$ cat src/rtl/fifo_wr_arbiter.sv
// fifo_wr_arbiter: round-robin arbiter sharing one FIFO write port among
// NUM_REQ producers. An internal credit counter tracks free FIFO entries so
// writes never target a full FIFO despite the FIFO's one-cycle flag latency.
// Optional build macro FIFO_ARB_STALL_CNT_EN adds a 16-bit saturating
// stall-cycle counter output (stall_cnt).

// Per-requester data gating: passes the lane word only when that lane is
// selected, so the top can OR all lanes into one write word.
module fifo_wr_arbiter_lane #(
    parameter int DATA_W = 32
) (
    input  logic              i_sel,
    input  logic [DATA_W-1:0] i_data,
    output logic [DATA_W-1:0] o_data
);

    assign o_data = i_sel ? i_data : '0;

endmodule

module fifo_wr_arbiter #(
    parameter int NUM_REQ = 4,
    parameter int DATA_W  = 32,
    parameter int DEPTH   = 8,
    parameter int CRED_W  = 4
) (
    input  logic                      clk,
    input  logic                      rst,
    input  logic [NUM_REQ-1:0]        req,
    input  logic [NUM_REQ*DATA_W-1:0] req_data,
    output logic [NUM_REQ-1:0]        gnt,
    output logic                      fifo_wrt,
    output logic [DATA_W-1:0]         fifo_data,
    input  logic                      fifo_rd,
    output logic [CRED_W-1:0]         credits,
    output logic [1:0]                state
`ifdef FIFO_ARB_STALL_CNT_EN
    ,
    output logic [15:0]               stall_cnt
`endif
);

    localparam int PTR_W = (NUM_REQ > 1) ? $clog2(NUM_REQ) : 1;

    typedef enum logic [1:0] {
        IDLE  = 2'd0,
        GRANT = 2'd1,
        STALL = 2'd2
    } state_t;

    state_t                            r_state;
    state_t                            w_state_nxt;
    logic [CRED_W-1:0]                 r_credits;
    logic [PTR_W-1:0]                  r_rr_ptr;
    logic [NUM_REQ-1:0]                r_gnt;
    logic                              r_wrt;
    logic [DATA_W-1:0]                 r_data;

    logic                              w_any_req;
    logic                              w_rd_ok;
    logic [CRED_W:0]                   w_eff_cred;
    logic                              w_issue;
    logic                              w_found;
    logic [NUM_REQ-1:0]                w_sel_oh;
    logic [PTR_W-1:0]                  w_sel_idx;
    logic [PTR_W-1:0]                  w_ptr_nxt;
    logic [PTR_W:0]                    w_idx;
    logic [NUM_REQ-1:0][DATA_W-1:0]    w_lane_data;
    logic [DATA_W-1:0]                 w_mux_data;

    assign w_any_req = |req;

    // A read while already at DEPTH is a protocol error; drop it so the
    // counter can never exceed the real FIFO size.
    assign w_rd_ok = fifo_rd && (r_credits != CRED_W'(DEPTH));

    // A read accepted this cycle frees a slot we may fill on the same edge.
    assign w_eff_cred = {1'b0, r_credits} + (CRED_W+1)'(w_rd_ok);

    assign w_issue = w_found && (w_eff_cred != '0);

    // Rotating priority scan: first requester at or after rr_ptr, wrapping.
    always_comb begin
        w_found   = 1'b0;
        w_sel_oh  = '0;
        w_sel_idx = '0;
        w_idx     = '0;
        for (int k = 0; k < NUM_REQ; k++) begin
            w_idx = {1'b0, r_rr_ptr} + (PTR_W+1)'(k);
            if (w_idx >= (PTR_W+1)'(NUM_REQ))
                w_idx = w_idx - (PTR_W+1)'(NUM_REQ);
            if (!w_found && req[w_idx[PTR_W-1:0]]) begin
                w_found                    = 1'b1;
                w_sel_idx                  = w_idx[PTR_W-1:0];
                w_sel_oh[w_idx[PTR_W-1:0]] = 1'b1;
            end
        end
    end

    // Pointer moves past the winner so it becomes lowest priority next time.
    assign w_ptr_nxt = (w_sel_idx == PTR_W'(NUM_REQ-1)) ? '0 : w_sel_idx + 1'b1;

    genvar g;
    generate
        for (g = 0; g < NUM_REQ; g++) begin : g_lane
            fifo_wr_arbiter_lane #(.DATA_W(DATA_W)) u_lane (
                .i_sel  (w_sel_oh[g]),
                .i_data (req_data[g*DATA_W +: DATA_W]),
                .o_data (w_lane_data[g])
            );
        end
    endgenerate

    // One-hot select means at most one lane is non-zero; OR them together.
    always_comb begin
        w_mux_data = '0;
        for (int k = 0; k < NUM_REQ; k++)
            w_mux_data = w_mux_data | w_lane_data[k];
    end

    // Next-state decode: no request wins, then out of credit, else granting.
    always_comb begin
        w_state_nxt = IDLE;
        if (!w_any_req)
            w_state_nxt = IDLE;
        else if (w_eff_cred == '0)
            w_state_nxt = STALL;
        else
            w_state_nxt = GRANT;
    end

    // State register.
    always_ff @(posedge clk) begin
        if (rst)
            r_state <= IDLE;
        else
            r_state <= w_state_nxt;
    end

    // Grant, FIFO write port, round-robin pointer and credit bookkeeping.
    // A word registered when rst hits is dropped; its gnt was already given.
    always_ff @(posedge clk) begin
        if (rst) begin
            r_gnt     <= '0;
            r_wrt     <= 1'b0;
            r_data    <= '0;
            r_rr_ptr  <= '0;
            r_credits <= CRED_W'(DEPTH);
        end else begin
            r_gnt     <= w_issue ? w_sel_oh : '0;
            r_wrt     <= w_issue;
            r_credits <= r_credits - CRED_W'(w_issue) + CRED_W'(w_rd_ok);
            if (w_issue) begin
                r_data   <= w_mux_data;
                r_rr_ptr <= w_ptr_nxt;
            end
        end
    end

`ifdef FIFO_ARB_STALL_CNT_EN
    logic [15:0] r_stall_cnt;

    // Count cycles spent in STALL, saturating; only rst clears it.
    always_ff @(posedge clk) begin
        if (rst)
            r_stall_cnt <= '0;
        else if (r_state == STALL && r_stall_cnt != 16'hFFFF)
            r_stall_cnt <= r_stall_cnt + 16'd1;
    end

    assign stall_cnt = r_stall_cnt;
`endif

    assign gnt       = r_gnt;
    assign fifo_wrt  = r_wrt;
    assign fifo_data = r_data;
    assign credits   = r_credits;
    assign state     = r_state;

endmodule

$ cat config.mk
export PLATFORM = sky130hd
export DESIGN_NAME = fifo_wr_arbiter
export DESIGN_NICKNAME = d
export VERILOG_FILES = /design/src/rtl/fifo_wr_arbiter.sv
export SDC_FILE = /design/constraint.sdc
export NUM_CORES = 1
export LEC_CHECK = 0
export CAP_MARGIN = 20
export CORE_AREA = 2 2 105 107
export DETAILED_ROUTE_END_ITERATION = 8
export DIE_AREA = 0 0 107 109
export HOLD_SLACK_MARGIN = 0.08
export PLACE_DENSITY = 0.75
export SYNTH_ARGS = -nofsm -noshare
export SYNTH_HDL_FRONTEND = slang
export SYNTH_SLANG_ARGS = --single-unit
export TNS_END_PERCENT = 5
$ cat constraint.sdc
create_clock -name clk -period 4.1 [get_ports clk]
set_input_delay 1.23 -clock clk [delete_from_list [all_inputs] [get_ports clk]]
set_output_delay 1.23 -clock clk [all_outputs]
set_load 0.02 [all_outputs]
======== After elaboration in Yosys (flattened, before gate mapping) ========
Cells that the tools add are included.
operators by class
  $lt $le $gt $ge ......................... 12
  multiplexer cells ....................... 38
  reductions and logical operators ........ 17
  bitwise logic cells ..................... 8
  add/subtract/negate cells ............... 11
  equality and inequality tests ........... 2
operators with widths
  cell                   number
  $mux W32               4
  $or A32 B32 Y32        3
  $mux W2                10
  $mux W4                4
  $lt A2 B3 Y1 const B   4
  $mux W1                12
  $or A4 B4 Y4           3
  $ge A3 B3 Y1 const B   3
  $logic_and A1 B1 Y1    9
  $bmux W1 S2            4
  $demux W1 S2           4
  $ge A2 B1 Y1 const B   4
  $sub A2 B1 Y2 const B  4
  $add A2 B2 Y3 const B  2
  $add A4 B1 Y5          1
  $logic_not A5 Y1       1
  $reduce_bool A5 Y1     1
  $add A4 B1 Y4          1
  $ne A4 B4 Y1 const B   1
  $reduce_or A2 Y1       2
  $reduce_or A4 Y1       1
  $sub A4 B1 Y4          1
  $add A2 B1 Y3 const B  1
  $ge A2 B3 Y1 const B   1
  other kinds (4)        7
word-level totals
  bits of input ports ..................... 135
  output and inout bits ................... 43
  word-level logic and storage cells ...... 94
  register bits ........................... 45

======== Longest topological paths before layout ========
Gate-level depths: netlist of the first run.
  word-level depth ........................ 18
  gate-level depth with buffers ........... 18
  depth with buffers taken out ............ 16

======== Cells and area by module ========
Synthesis of the first run repeated with hierarchy kept, for this count alone.
unflattened totals
  cell total of the unflattened synthesis .. 388
  area total of the unflattened synthesis .. 3303.2 µm²
modules (own cells, without submodules)
  module                area each (µm²)  cells each  sequential area each (µm²)  instances
  fifo_wr_arbiter       2282.2           248         900.9                       1
  fifo_wr_arbiter_lane  255.2            35          0.0                         4

======== Worst setup path before layout of the first run ========
OpenSTA, ideal clock, no wires.
  path type ............................... input port to flip-flop
  start point ............................. input port fifo_rd
  end point ............................... register r_credits[3] (netlist: credits[3])
  path slack .............................. 0.104 ns
  path buffers ............................ 2
  cell stages on the path ................. 15
  arrival time ............................ 3.879 ns
  cell sequence ........................... nand2_1 -> inv_1 -> ha_1 -> ha_1 -> and3b_1 -> o221ai_1 -> a21boi_1 -> buf_2 -> clkbuf_1 -> nand2_1 -> ha_1 -> a21o_1 -> a21oi_1 -> xor2_1 -> nand2b_1
between the ends
  longest elaborated chain between the ends .. 6
RTL lines
  element                  RTL line  RTL
  from (decl)              34        input logic fifo_rd,
  $logic_and A1 B1 Y1 (*)  75        assign w_rd_ok = fifo_rd && (r_credits != CRED_W'(DEPTH));
  $add A4 B1 Y5            78        assign w_eff_cred = {1'b0, r_credits} + (CRED_W+1)'(w_rd_ok);
  $reduce_bool A5 Y1       80        assign w_issue = w_found && (w_eff_cred != '0);
  $logic_and A1 B1 Y1      80
  $sub A4 B1 Y4            152       r_credits <= r_credits - CRED_W'(w_issue) + CRED_W'(w_rd_ok);
  $add A4 B1 Y4 (*)        152
  to (signal assigned)     148       r_credits <= CRED_W'(DEPTH);
  to (signal assigned)     152
  to (decl)                53        logic [CRED_W-1:0] r_credits;
Mark *: on every way between the ends. The rest lies on a longest branch, timed or not.
A chain may end at the register's enable or synchronous reset.

======== Worst setup path after layout of the first run ========
  start point ............................. input port req[2]
  end point ............................... register r_credits[2] (netlist: credits[2])
between the ends
  longest elaborated chain between the ends .. 15
  elaborated cells on any way between the ends .. 21
RTL lines
  element                        RTL line  RTL
  from (decl)                    29        input logic [NUM_REQ-1:0] req,
  $bmux W1 S2                    92        if (!w_found && req[w_idx[PTR_W-1:0]]) begin
  $mux W1 (not written as such)  92
  $mux W1                        92
  $logic_not A1 Y1               92
  $logic_and A1 B1 Y1            92
  $mux W1                        92
  $logic_not A1 Y1               92
  $logic_and A1 B1 Y1            92
  $mux W1                        92
  $logic_not A1 Y1               92
  $logic_and A1 B1 Y1            92
  $mux W1 (*)                    92
  $logic_and A1 B1 Y1 (*)        80
  $sub A4 B1 Y4 (*)              152
  $add A4 B1 Y4 (*)              152
Mark *: on every way between the ends. The rest lies on a longest branch, timed or not. The select of a mux whose other input is x is not followed.

==> qor.csv, run 1 <==
stage,metric,value,unit
status,status,completed,
final_layout,filler cell count,1009,
sta,Final Cycle Share,91.9,%
place,DP Wirelength,8220,um
yosys,synthesized instance count,362,
clock_network,clk buf depth,2,
clock_network,CTS root buf,clkbuf_8,
setup_path,r2r startpoint,r_rr_ptr[1],
yosys,yosys warns,0,
final_layout,"leading cell types in the layout, fill and taps excluded","176 x clkdlybuf4s50_1, 45 x dfxtp_1, 44 x nand2_1",
sta,unrepaired setup endpoints after global routing,false,
route,wire length per cell,16.6,um
die,CORE AREA,10600,um2
sta,TNS Setup,0,ps
sta,slew at the pin closest to its max-slew limit,907,ps
yosys,syn avg cell area,8.49,um2
final_layout,final instance area,5120,um2
final_layout,final cell count without fillers,668,
grt,first-pass GRT wire length,16800,um
die,Die X,107,um
die,num rows,38,
sta,Highest Clock Rate,0.265,GHz
yosys,register area share after synthesis,29.3,%
final_layout,area delta synth->final,66.7,%
setup_path,CP required,4250,ps
grt,vias in the first global route,3372,
final_layout,ant diodes,0,
route,DRT iter0 DRCs,240,
clock_network,TritonCTS Buffers,5,
pwr,PD cells,748,nW/um2
place,Area after DPL,5010,um2
setup_path,Setup crit start kind,primary input,
setup_path,critical path's most frequent cell,xnor2_1,
final_layout,layout cells sized above 1,6.63,%
setup_path,"critical path fanouts, max",10,
sta,Final Setup Violations,0,
place,placed insts,660,
clock_network,Clock Latency Late Sink,300,ps
grt,pin count of the biggest net entering global routing,69,
final_layout,"commonest non-fill, non-tap cell in the layout",clkdlybuf4s50_1,
pwr,leak pwr,1.96,nW
route,Post-DRT Antenna Nets,0,
setup_path,Setup CP Type,in2reg,
clock_network,Post-CTS Hold Buffers,0,
die,die height,109,um
die,Boundary Pins,178,
final_layout,post-layout util,48.3,%
setup_path,CP max-delay cell,mux4_2,
route,Routed WL,11100,um
clock_network,# resized after CTS,0,
setup_path,max incr delay on CP,650,ps
yosys,prevailing post-synth register cell,dfxtp_1,
sta,Final Hold Vio Count,0,
setup_path,Critical Path End Type,flip-flop,
clock_network,clk sinks,45,
clock_network,Clock Pin Slew Worst Setup and Hold Paths,90,ps
route,drt first pass iters,4,
grt,initial antenna violation count,0,
grt,GR Util All Layers,18.2,%
sta,Max Clock Skew,9.77,ps
setup_path,crit-path cells,"clkdlybuf4s50_1, mux4_2, nor3_4, a21boi_4, xnor2_1, ha_1, fa_1, xnor2_1, nor2_1",
setup_path,Setup crit start,req[2],
hold_path,Min-Delay Path Class,reg2reg,
route,vias per cell,5.28,
clock_network,CTS tree,yes,
die,Starting Density,29.0,%
yosys,"FF+latch count, synth",45,
clock_network,setup bufs post-CTS,0,
final_layout,Nets,676,
sta,Final Max Tran Viols,0,
hold_path,hold path startpoint,fifo_data[28],
place,Setup WS pre-CTS,47.0,ps
clock_network,htree depth,2,
die,Die ar.,11700,um2
setup_path,Arrival @ worst endpoint,3920,ps
place,GPL Wtd Cong,0.864,
yosys,"EDFF count, synth",0,
yosys,library cells used by synthesis,47,
yosys,syn_nets,511,
route,via count of the routed design,3527,
sta,fin crit period,3770,ps
route,Post-route DRC,0,
sta,Rel. slew slack,39.6,%
grt,Overflow after GRT,0,
place,Port Buf Inserts,177,
yosys,Post-Syn Area,3070,um2
yosys,Post-synth ARST share,0,%
run,max_cap viols,0,
pwr,Worst VDD drop,0.000319,V
sta,Final WS setup,333,ps
-- state kept, by name (all words and copies together), names as in the netlist, named ones only --
| name | flops |
|---|---|
| credits | 4 |
| fifo_data | 32 |
| fifo_wrt | 1 |
| gnt | 4 |
| r_rr_ptr | 1 |
| state | 2 |
-- cell type report --
cell class              instances  area [um2]  area share [%]
well taps                     140         175            3.42
multi-input cells             278        1990            38.8
repair buffers                188        1910            37.3
inverters                       9        33.8           0.659
flip-flops and latches         45         901            17.6
clock inverters                 1        30.0           0.586
clock buffers                   7        86.3            1.68
-- synth_stat cells, types with 2 or more instances --
cell / n / share of area [%]
nand2b_1: 4 / 0.81
a21boi_1: 2 / 0.49
a221oi_1: 7 / 2.0
o22ai_1: 3 / 0.61
mux2i_1: 6 / 2.0
nand3_1: 2 / 0.33
xnor2_1: 4 / 1.1
mux4_2: 4 / 2.9
a311oi_1: 31 / 8.8
a21oi_1: 3 / 0.49
ha_1: 13 / 5.3
o21ai_0: 9 / 1.5
nor2b_1: 9 / 1.8
and2_1: 4 / 0.81
a22oi_1: 34 / 8.3
a21boi_0: 24 / 5.9
nand2_1: 44 / 5.4
inv_1: 9 / 1.1
o21ai_2: 2 / 0.57
nor2_1: 43 / 5.3
and3_1: 5 / 1.0
dfxtp_1: 45 / 29
o221ai_1: 2 / 0.57
buf_2: 10 / 1.6
buf_4: 2 / 0.49
a211oi_1: 3 / 0.73
a2111oi_2: 2 / 0.98
clkbuf_1: 13 / 1.6
mux2_2: 2 / 0.73
buf_6: 4 / 1.5
-- logic make-up (layout without fill, tap and decap cells) --
kind of cell / after synthesis / after routing / synth area share [%]
compound gates: 132 / 132 / 34.6
simple gates: 115 / 115 / 16.7
flops: 45 / 45 / 29.3
buf+inv: 39 / 205 / 6.43
fa+ha+maj: 14 / 14 / 5.94
mux: 12 / 12 / 5.62
xor+xnor: 5 / 5 / 1.42
-- report_power, final --
part           total, W  internal, W  switching (W)
Combinational   0.00272      0.00127        0.00146
Sequential     0.000752     0.000638       0.000114
Clock          0.000360     0.000199       0.000161
-- through the flow --
step | total power (W) | hold WS (ps)
finish | 0.00383 | 500
global route | 0.00415 | 523
CTS | 0.00387 | 504
detailed placement | 0.00350 | 491
global placement | 0.00344 | 485
floorplan | 0.00250 | 569
-- worst max-delay path, delay by kind of cell --
kind	cells	cell delay, ps
buffers and inverters	1	560
muxes	1	650
adders and majority gates	2	600
AOI/OAI and AO/OA	1	130
xor gates and xnor gates	2	310
and+or+nand+nor	2	430
-- worst paths after layout --
check	to	slack (ps)	cells past startpoint
max reg2reg	credits[2]	610	10
min reg2reg	fifo_data[28]	500	2
max	credits[2]	330	9
min	fifo_data[28]	500	2
-- layer usage --
metal	up-vias	routed length, um	track usage [%]
li1	1685	-	-
met5	-	0	0
met4	0	147	4.17
met2	134	5690	33.8
met1	1697	4620	21.9
met3	11	635	2.93
Power figures use the tool's default switching activity.
==> inputs of run 2 (changes only) <==
DONT_BUFFER_PORTS = 1   (was default)
PLACE_DENSITY = 0.52   (was 0.75)
SKIP_LAST_GASP = 1   (was default)
==> qor.csv, run 2 (synthesis gave the netlist of run 1 again) <==
stage,metric,value,unit
clock_network,CTS tree,yes,
hold_path,Min-Delay Path Class,reg2reg,
sta,fin crit period,3540,ps
route,wire length per cell,20.1,um
sta,Max Clock Skew,13.8,ps
sta,Final Cycle Share,86.4,%
setup_path,CP max-delay cell,o21ai_2,
sta,Final Hold Vio Count,0,
sta,unrepaired setup endpoints after global routing,false,
sta,Highest Clock Rate,0.282,GHz
final_layout,max reg flops,32,
grt,pin count of the biggest net entering global routing,45,
route,DRT iter0 DRCs,181,
setup_path,crit-path cells,"inv_1, ha_1, mux2_2, mux2i_1, a2111oi_2, o21ai_2, buf_4, a21boi_0, a311oi_1",
final_layout,"leading cell types in the layout, fill and taps excluded","45 x dfxtp_1, 44 x nand2_1, 43 x nor2_1",
final_layout,area delta synth->final,7.77,%
setup_path,Setup CP Type,reg2reg,
clock_network,Clock Latency Late Sink,300,ps
final_layout,"commonest non-fill, non-tap cell in the layout",dfxtp_1,
route,Post-route DRC,0,
place,GPL Wtd Cong,0.797,
die,Die ar.,11700,um2
final_layout,multi-input logic area,1990,um2
setup_path,worst path bufs/invs,2,
clock_network,TritonCTS Buffers,5,
sta,Final Setup Violations,0,
status,status,completed,
setup_path,"delay-heaviest family, CP",compound AO/OA/AOI/OAI gates,
sta,Final Max Tran Viols,0,
die,num rows,38,
clock_network,Clock Pin Slew Worst Setup and Hold Paths,100,ps
clock_network,htree depth,2,
die,Die X,107,um
route,Routed WL,9850,um
final_layout,Nets,497,
clock_network,CTS root buf,clkbuf_8,
grt,first-pass GRT wire length,14700,um
setup_path,Arrival @ worst endpoint,3760,ps
grt,GR Util All Layers,16.2,%
place,DP Wirelength,7040,um
grt,initial antenna violation count,0,
setup_path,CP required,4310,ps
clock_network,# resized after CTS,0,
setup_path,max incr delay on CP,730,ps
final_layout,layout cells sized above 1,9.17,%
die,Starting Density,29.0,%
route,via count of the routed design,2779,
grt,Overflow after GRT,0,
die,Boundary Pins,178,
final_layout,FF/Latch Area,901,um2
sta,slew at the pin closest to its max-slew limit,863,ps
clock_network,setup bufs post-CTS,0,
final_layout,ant diodes,0,
clock_network,Post-CTS Hold Buffers,0,
die,die height,109,um
setup_path,Setup crit start kind,flip-flop,
setup_path,"critical path fanouts, max",16,
clock_network,clk buf depth,2,
pwr,Final Power,0.00331,W
final_layout,post-layout util,31.2,%
final_layout,final instance area,3310,um2
pwr,leak pwr,1.25,nW
route,vias per cell,5.68,
sta,final hold slack,596,ps
grt,vias in the first global route,2820,
sta,TNS Setup,0,ps
route,drt first pass iters,4,
final_layout,filler cell count,1136,
run,max_cap viols,0,
pwr,Worst VDD drop,0.000295,V
sta,Rel. slew slack,42.4,%
route,Post-DRT Antenna Nets,0,
place,Port Buf Inserts,0,
die,CORE AREA,10600,um2
clock_network,clk sinks,45,
setup_path,Critical Path End Type,flip-flop,
pwr,PD cells,998,nW/um2
place,Area after DPL,3180,um2
==> run 2: through the flow <==
step / cells / setup slack [ps]
floorplan: 362 / 104
global placement: 480 / 452
detailed placement: 480 / 276
CTS: 488 / 394
global route: 489 / 229
finish: 489 / 556
==> run 2: layer usage <==
layer  share of wire, %  vias to the layer above  GRT usage, %
met5                  0                        -             0
met4                1.1                        0          4.08
met3                7.4                        8          3.95
met2                 51                      139          29.6
met1                 40                     1304          19.1
li1                   -                     1328             -
==> run 2: final cells by class <==
cell class | count | share of cell area, %
clock buffers | 7 | 2.61
flip-flops and latches | 45 | 27.2
well taps | 140 | 5.29
clock inverters | 1 | 0.906
repair buffers | 9 | 3.02
multi-input cells | 278 | 60.0
inverters | 9 | 1.02
==> run 2: path summary, 6_finish.rpt <==
kind	start	slack (ps)	depth (start not counted)	endpoint
worst max-delay path	flip-flop	560	9	fifo_data[16]
worst min-delay path	fifo_data[30]	600	2	fifo_data[30]
worst max register to register	flip-flop	560	9	fifo_data[16]
worst min register to register	fifo_data[30]	600	2	fifo_data[30]
==> run 2: report_power, final <==
| part | leakage [nW] | total (W) | switching (W) | internal [W] |
|---|---|---|---|---|
| Sequential | 0.376 | 0.00100 | 0.000364 | 0.000639 |
| Clock | 0.0585 | 0.000358 | 0.000159 | 0.000199 |
| Combinational | 0.818 | 0.00195 | 0.00113 | 0.000818 |
| Total | 1.25 | 0.00331 | 0.00165 | 0.00166 |
==> run 2: worst reg2reg max path: cells and delay by family (launching register included) <==
family	cells	cell delay, ps
compound gates	4	1260
fa+ha+maj	1	530
buf+inv	2	480
flops	1	360
mux	2	830
